File: config.mk
export PLATFORM = sky130hd
export DESIGN_NAME = stack_ctrl
export DESIGN_NICKNAME = d
export VERILOG_FILES = /design/src/rtl/stack_pkg.sv /design/src/rtl/stack_ctrl.sv
export SDC_FILE = /design/constraint.sdc
export NUM_CORES = 1
export LEC_CHECK = 0
export BUFFER_PORTS_ARGS = -buffer_cell sky130_fd_sc_hd__buf_2
export CAP_MARGIN = 10
export CORE_MARGIN = 3
export CORE_UTILIZATION = 53
export DETAILED_ROUTE_END_ITERATION = 7
export PLACE_DENSITY = 0.91
export SLEW_MARGIN = 20
export SYNTH_ARGS = -nofsm -noshare
export SYNTH_HDL_FRONTEND = slang
export SYNTH_SLANG_ARGS = --single-unit
File: constraint.sdc
create_clock -name clk -period 5.8 [get_ports clk]
set_input_delay 0.29 -clock clk [delete_from_list [all_inputs] [get_ports clk]]
set_output_delay 0.29 -clock clk [all_outputs]
set_load 0.01 [all_outputs]
File: src/rtl/stack_pkg.sv
// Shared definitions for the stack-pointer controller: op codes and FSM states.
package stack_pkg;

    localparam logic [2:0] OP_NOP   = 3'b000;
    localparam logic [2:0] OP_PUSH  = 3'b001;
    localparam logic [2:0] OP_POP   = 3'b010;
    localparam logic [2:0] OP_LOAD  = 3'b011;
    localparam logic [2:0] OP_PUSH2 = 3'b100;
    localparam logic [2:0] OP_POP2  = 3'b101;
    localparam logic [2:0] OP_CLRF  = 3'b110;
    localparam logic [2:0] OP_NOP2  = 3'b111;

    typedef enum logic [0:0] {
        S_IDLE   = 1'b0,
        S_SECOND = 1'b1
    } state_t;

endpackage

File: src/rtl/stack_ctrl.sv
// Full-descending stack pointer with one/two-word push/pop, occupancy status
// and sticky overflow/underflow/range flags; drives the data-memory address.
module stack_ctrl
    import stack_pkg::*;
#(
    parameter int unsigned         ADDR_W    = 8,
    parameter logic [ADDR_W-1:0]   STACK_TOP = 8'hFF,
    parameter int unsigned         DEPTH     = 80
) (
    input  logic              clk,
    input  logic              rst,
    input  logic [2:0]        op,
    input  logic [ADDR_W-1:0] ld_val,
    output logic [ADDR_W-1:0] sp,
    output logic [ADDR_W-1:0] mem_addr,
    output logic              mem_we,
    output logic              mem_re,
    output logic              busy,
    output logic [ADDR_W-1:0] count,
    output logic              full,
    output logic              empty,
    output logic              ovf,
    output logic              unf,
    output logic              rng_err
);

    localparam logic [ADDR_W-1:0] DEPTH_W = ADDR_W'(DEPTH);
    localparam logic [ADDR_W-1:0] LOW_LIM = STACK_TOP - DEPTH_W;
    localparam logic [ADDR_W-1:0] ONE     = ADDR_W'(1);
    localparam logic [ADDR_W-1:0] TWO     = ADDR_W'(2);

    state_t            r_state;
    logic              r_dir_push;
    logic [ADDR_W-1:0] r_sp;
    logic              r_ovf;
    logic              r_unf;
    logic              r_rng_err;

    logic [ADDR_W-1:0] w_count;
    logic              w_push_ok;
    logic              w_pop_ok;
    logic              w_push2_ok;
    logic              w_pop2_ok;
    logic              w_ld_ok;
    logic              w_do_push;
    logic              w_do_pop;

    assign w_count = STACK_TOP - r_sp;

    always_comb begin
        // NOTE: every output gets a default first so no path leaves it unassigned (no latch).
        w_push_ok  = (w_count < DEPTH_W);
        w_pop_ok   = (w_count != '0);
        w_push2_ok = ((DEPTH_W - w_count) >= TWO);
        w_pop2_ok  = (w_count >= TWO);
        w_ld_ok    = (ld_val >= LOW_LIM) && (ld_val <= STACK_TOP);
        w_do_push  = 1'b0;
        w_do_pop   = 1'b0;
        mem_addr   = r_sp;
        mem_we     = 1'b0;
        mem_re     = 1'b0;

        if (r_state == S_SECOND) begin
            // Second beat was validated when the two-word op was accepted.
            w_do_push = r_dir_push;
            w_do_pop  = !r_dir_push;
        end else begin
            case (op)
                OP_PUSH:  w_do_push = w_push_ok;
                OP_POP:   w_do_pop  = w_pop_ok;
                OP_PUSH2: w_do_push = w_push2_ok;
                OP_POP2:  w_do_pop  = w_pop2_ok;
                default:  ;
            endcase
        end

        if (w_do_push) begin
            mem_we = 1'b1;
        end
        if (w_do_pop) begin
            mem_re   = 1'b1;
            mem_addr = r_sp + ONE;
        end
    end

    always_ff @(posedge clk) begin
        // NOTE: state registers use non-blocking assignments so all updates see pre-edge values.
        if (rst) begin
            r_state    <= S_IDLE;
            r_dir_push <= 1'b0;
            r_sp       <= STACK_TOP;
            r_ovf      <= 1'b0;
            r_unf      <= 1'b0;
            r_rng_err  <= 1'b0;
        end else begin
            if (w_do_push) begin
                r_sp <= r_sp - ONE;
            end else if (w_do_pop) begin
                r_sp <= r_sp + ONE;
            end

            if (r_state == S_SECOND) begin
                r_state <= S_IDLE;
            end else begin
                case (op)
                    OP_PUSH: if (!w_push_ok) r_ovf <= 1'b1;
                    OP_POP:  if (!w_pop_ok)  r_unf <= 1'b1;
                    OP_LOAD: begin
                        if (w_ld_ok) r_sp      <= ld_val;
                        else         r_rng_err <= 1'b1;
                    end
                    OP_PUSH2: begin
                        if (w_push2_ok) begin
                            r_state    <= S_SECOND;
                            r_dir_push <= 1'b1;
                        end else begin
                            r_ovf <= 1'b1;
                        end
                    end
                    OP_POP2: begin
                        if (w_pop2_ok) begin
                            r_state    <= S_SECOND;
                            r_dir_push <= 1'b0;
                        end else begin
                            r_unf <= 1'b1;
                        end
                    end
                    OP_CLRF: begin
                        r_ovf     <= 1'b0;
                        r_unf     <= 1'b0;
                        r_rng_err <= 1'b0;
                    end
                    default: ;
                endcase
            end
        end
    end

    assign sp      = r_sp;
    assign busy    = (r_state == S_SECOND);
    assign count   = w_count;
    assign full    = (w_count == DEPTH_W);
    assign empty   = (w_count == '0);
    assign ovf     = r_ovf;
    assign unf     = r_unf;
    assign rng_err = r_rng_err;

endmodule

==> results.json <==
{
  "status": "complete, no violations",
  "slew_headroom": 0.607,
  "cp_data_arrival_time_ns": 2.35,
  "first_pass_iters": 4,
  "overflow": 0,
  "htree_levels": 1,
  "fin_crit_sh": 0.454,
  "power.density_nw_per_um2": 440,
  "cts_resized": 0,
  "hp-class": "primary input to register",
  "synth_top_family_by_area": "simple AND/OR/NAND/NOR gates",
  "synth_xor_area_frac": 0.0759,
  "layout_commonest_cell": "buf_2",
  "clk_latency_ns": 0.27,
  "postCtsHoldBufs": 0,
  "synth_area_leaders": "dfxtp_1, xnor2_1, a21oi_1",
  "grt_use_total": 0.264,
  "fp.dieW_um": 54.9,
  "synthAdderAreaFrac": 0.0296,
  "netlist_area_um2": 1270,
  "diodes": 0,
  "grt_pass1_wl_um": 5760,
  "drc": 0,
  "power.leakage_uw": 0.000691,
  "io_buffers": 44,
  "multi_input_area_um2": 923,
  "synthSimpleGateAreaFrac": 0.320,
  "gp_congestion": 0.923,
  "antenna_found_initial": 0,
  "setup_violations": 0,
  "clock_sinks": 13,
  "num_vias": 1392,
  "grt_max_degree": 15,
  "hpwlAfterDp_um": 2900,
  "synthFlopType": "dfxtp_1",
  "hold_viol_final": 0,
  "crit_type": "register to primary output",
  "ir_worst_vdd_uv": 353,
  "initial_core_util": 0.568,
  "synthesis.instances": 160,
  "final_cell_count_no_fill": 229,
  "syn_area_per_cell_um2": 7.93,
  "via_per_inst": 6.08,
  "drive_above_1_share": 0.308,
  "max_freq_mhz": 379,
  "drt_iter0_markers": 53,
  "placementRows": 17,
  "cts_buffer_depth": 2,
  "dp.cells": 225,
  "coreArea_um2": 2230,
  "yosys_warnings": 0,
  "finClkSkew_ns": 0.00172,
  "finalCoreUtilization": 0.678,
  "ios": 45,
  "postCtsSetupBuffers": 0,
  "ys_seq_elements": 13,
  "required_ns": 5.51,
  "cp-start-kind": "register",
  "root_buffer": "clkbuf_4",
  "nets": 218,
  "fill_cells": 205,
  "ys_seq_area_frac": 0.205,
  "synth_nets": 176,
  "holdWs_ns": 0.246,
  "synth.distinct_cells": 50,
  "final_max_slew_viol_count": 0,
  "period_minus_slack_ns": 2.64,
  "async_flop_share": 0,
  "setup-tns-final_ns": 0,
  "routed_wl_um": 3620,
  "max_cap_violations": 0,
  "syn_to_final_growth_pct": 19.3,
  "grt_pass1_vias": 1197,
  "drtAntennaViolNets": 0,
  "yosysTopAreaCell": "dfxtp_1",
  "synth_enable_flop_cells": 0,
  "yosys-mux-area-fraction": 0.0237,
  "dieHeight_um": 54.9,
  "cts-buffers-inserted": 3,
  "dieArea_um2": 3020,
  "wl_per_cell_um": 15.8,
  "rsz0062_at_grt": "false",
  "path_max_fanout": 10,
  "synth_compound_area_frac": 0.279,
  "cts_tree": "done",
  "layout_common_cells": "buf_2, dfxtp_1, nand2_1",
  "clkTransAtPathRegs_ns": 0.07,
  "end_kind": "primary output",
  "synth_top_area_frac": 0.205,
  "tightest_slew_ns": 0.588,
  "seq_area_um2": 260
}
-- metrics by stage --
stage	cell area (um2)	worst slack, ns	power (uW)
2_1_floorplan	1270	3.65	464
3_3_place_gp	1490	3.54	597
3_5_place_dp	1490	3.46	607
4_1_cts	1510	3.16	664
5_1_grt	1510	2.95	721
6_report	1510	3.16	666
-- metal layers --
| metal | track usage | up-vias | share of wire |
|---|---|---|---|
| met5 | 0 | - | 0 |
| met4 | 0.0891 | 0 | 0.017 |
| met3 | 0.0322 | 7 | 0.080 |
| met2 | 0.425 | 62 | 0.48 |
| met1 | 0.364 | 646 | 0.43 |
| li1 | - | 677 | - |
-- worst max-delay path, stage by stage, from the launching register on --
cell and delay, ns:
dfxtp_1 0.52, inv_1 0.19, ha_1 0.44, a2111oi_4 0.35, a21boi_2 0.18, nor2_8 0.21, inv_1 0.05, buf_2 0.13
-- synthesized netlist by cell type (2+ instances only) --
| cell type | number |
|---|---|
| clkbuf_1 | 2 |
| buf_2 | 4 |
| o21ai_1 | 6 |
| nand3_1 | 5 |
| nor2b_1 | 4 |
| nor2_1 | 11 |
| ha_1 | 3 |
| nand2_1 | 12 |
| a31oi_1 | 5 |
| o21ai_0 | 6 |
| inv_1 | 11 |
| nand2b_1 | 5 |
| xnor2_1 | 11 |
| a21oi_1 | 9 |
| a211oi_1 | 3 |
| nor3_1 | 6 |
| mux2i_1 | 3 |
| nand4_1 | 3 |
| nand4b_1 | 2 |
| o2111ai_1 | 2 |
| and3_1 | 2 |
| dfxtp_1 | 13 |
| or3_1 | 4 |
| nor3b_2 | 2 |
-- report_power, final --
part / switching (uW) / internal (uW)
registers: 54.6 / 112
clock network: 27.9 / 26.6
logic: 262 / 182
-- path summary, 6_finish.rpt --
| check | from | cells after the start | slack, ns | endpoint |
|---|---|---|---|---|
| setup / recovery | sp[0]$_SDFF_PP1_ | 7 | 3.16 | mem_we |
| hold / removal | ld_val[5] | 3 | 0.25 | sp[5]$_SDFF_PP1_ |
| setup reg to reg | sp[0]$_SDFF_PP1_ | 7 | 3.48 | sp[7]$_SDFF_PP1_ |
| hold reg to reg | rng_err$_SDFFE_PP0P_ | 2 | 0.53 | rng_err$_SDFFE_PP0P_ |
-- sequential cells by signal (all words and copies together) (netlist names) --
| signal | count |
|---|---|
| sp | 8 |
| busy | 1 |
| ovf | 1 |
| r_dir_push | 1 |
| rng_err | 1 |
| unf | 1 |
-- cell type report --
| class | instances | area share |
|---|---|---|
| Multi-Input combinational cell | 128 | 0.610 |
| Sequential cell | 13 | 0.172 |
| Timing Repair Buffer | 45 | 0.150 |
| Inverter | 11 | 0.0273 |
| Tap cell | 28 | 0.0231 |
| Clock buffer | 4 | 0.0174 |
-- logic make-up after synthesis --
logic type,count (synthesis)
flip-flops,13
buffers and inverters,19
multiplexers,3
AO/OA/AOI/OAI,45
adder cells (fa/ha/maj),3
AND/OR/NAND/NOR,66
XOR/XNOR,11
(Power assumes the default switching activity.)
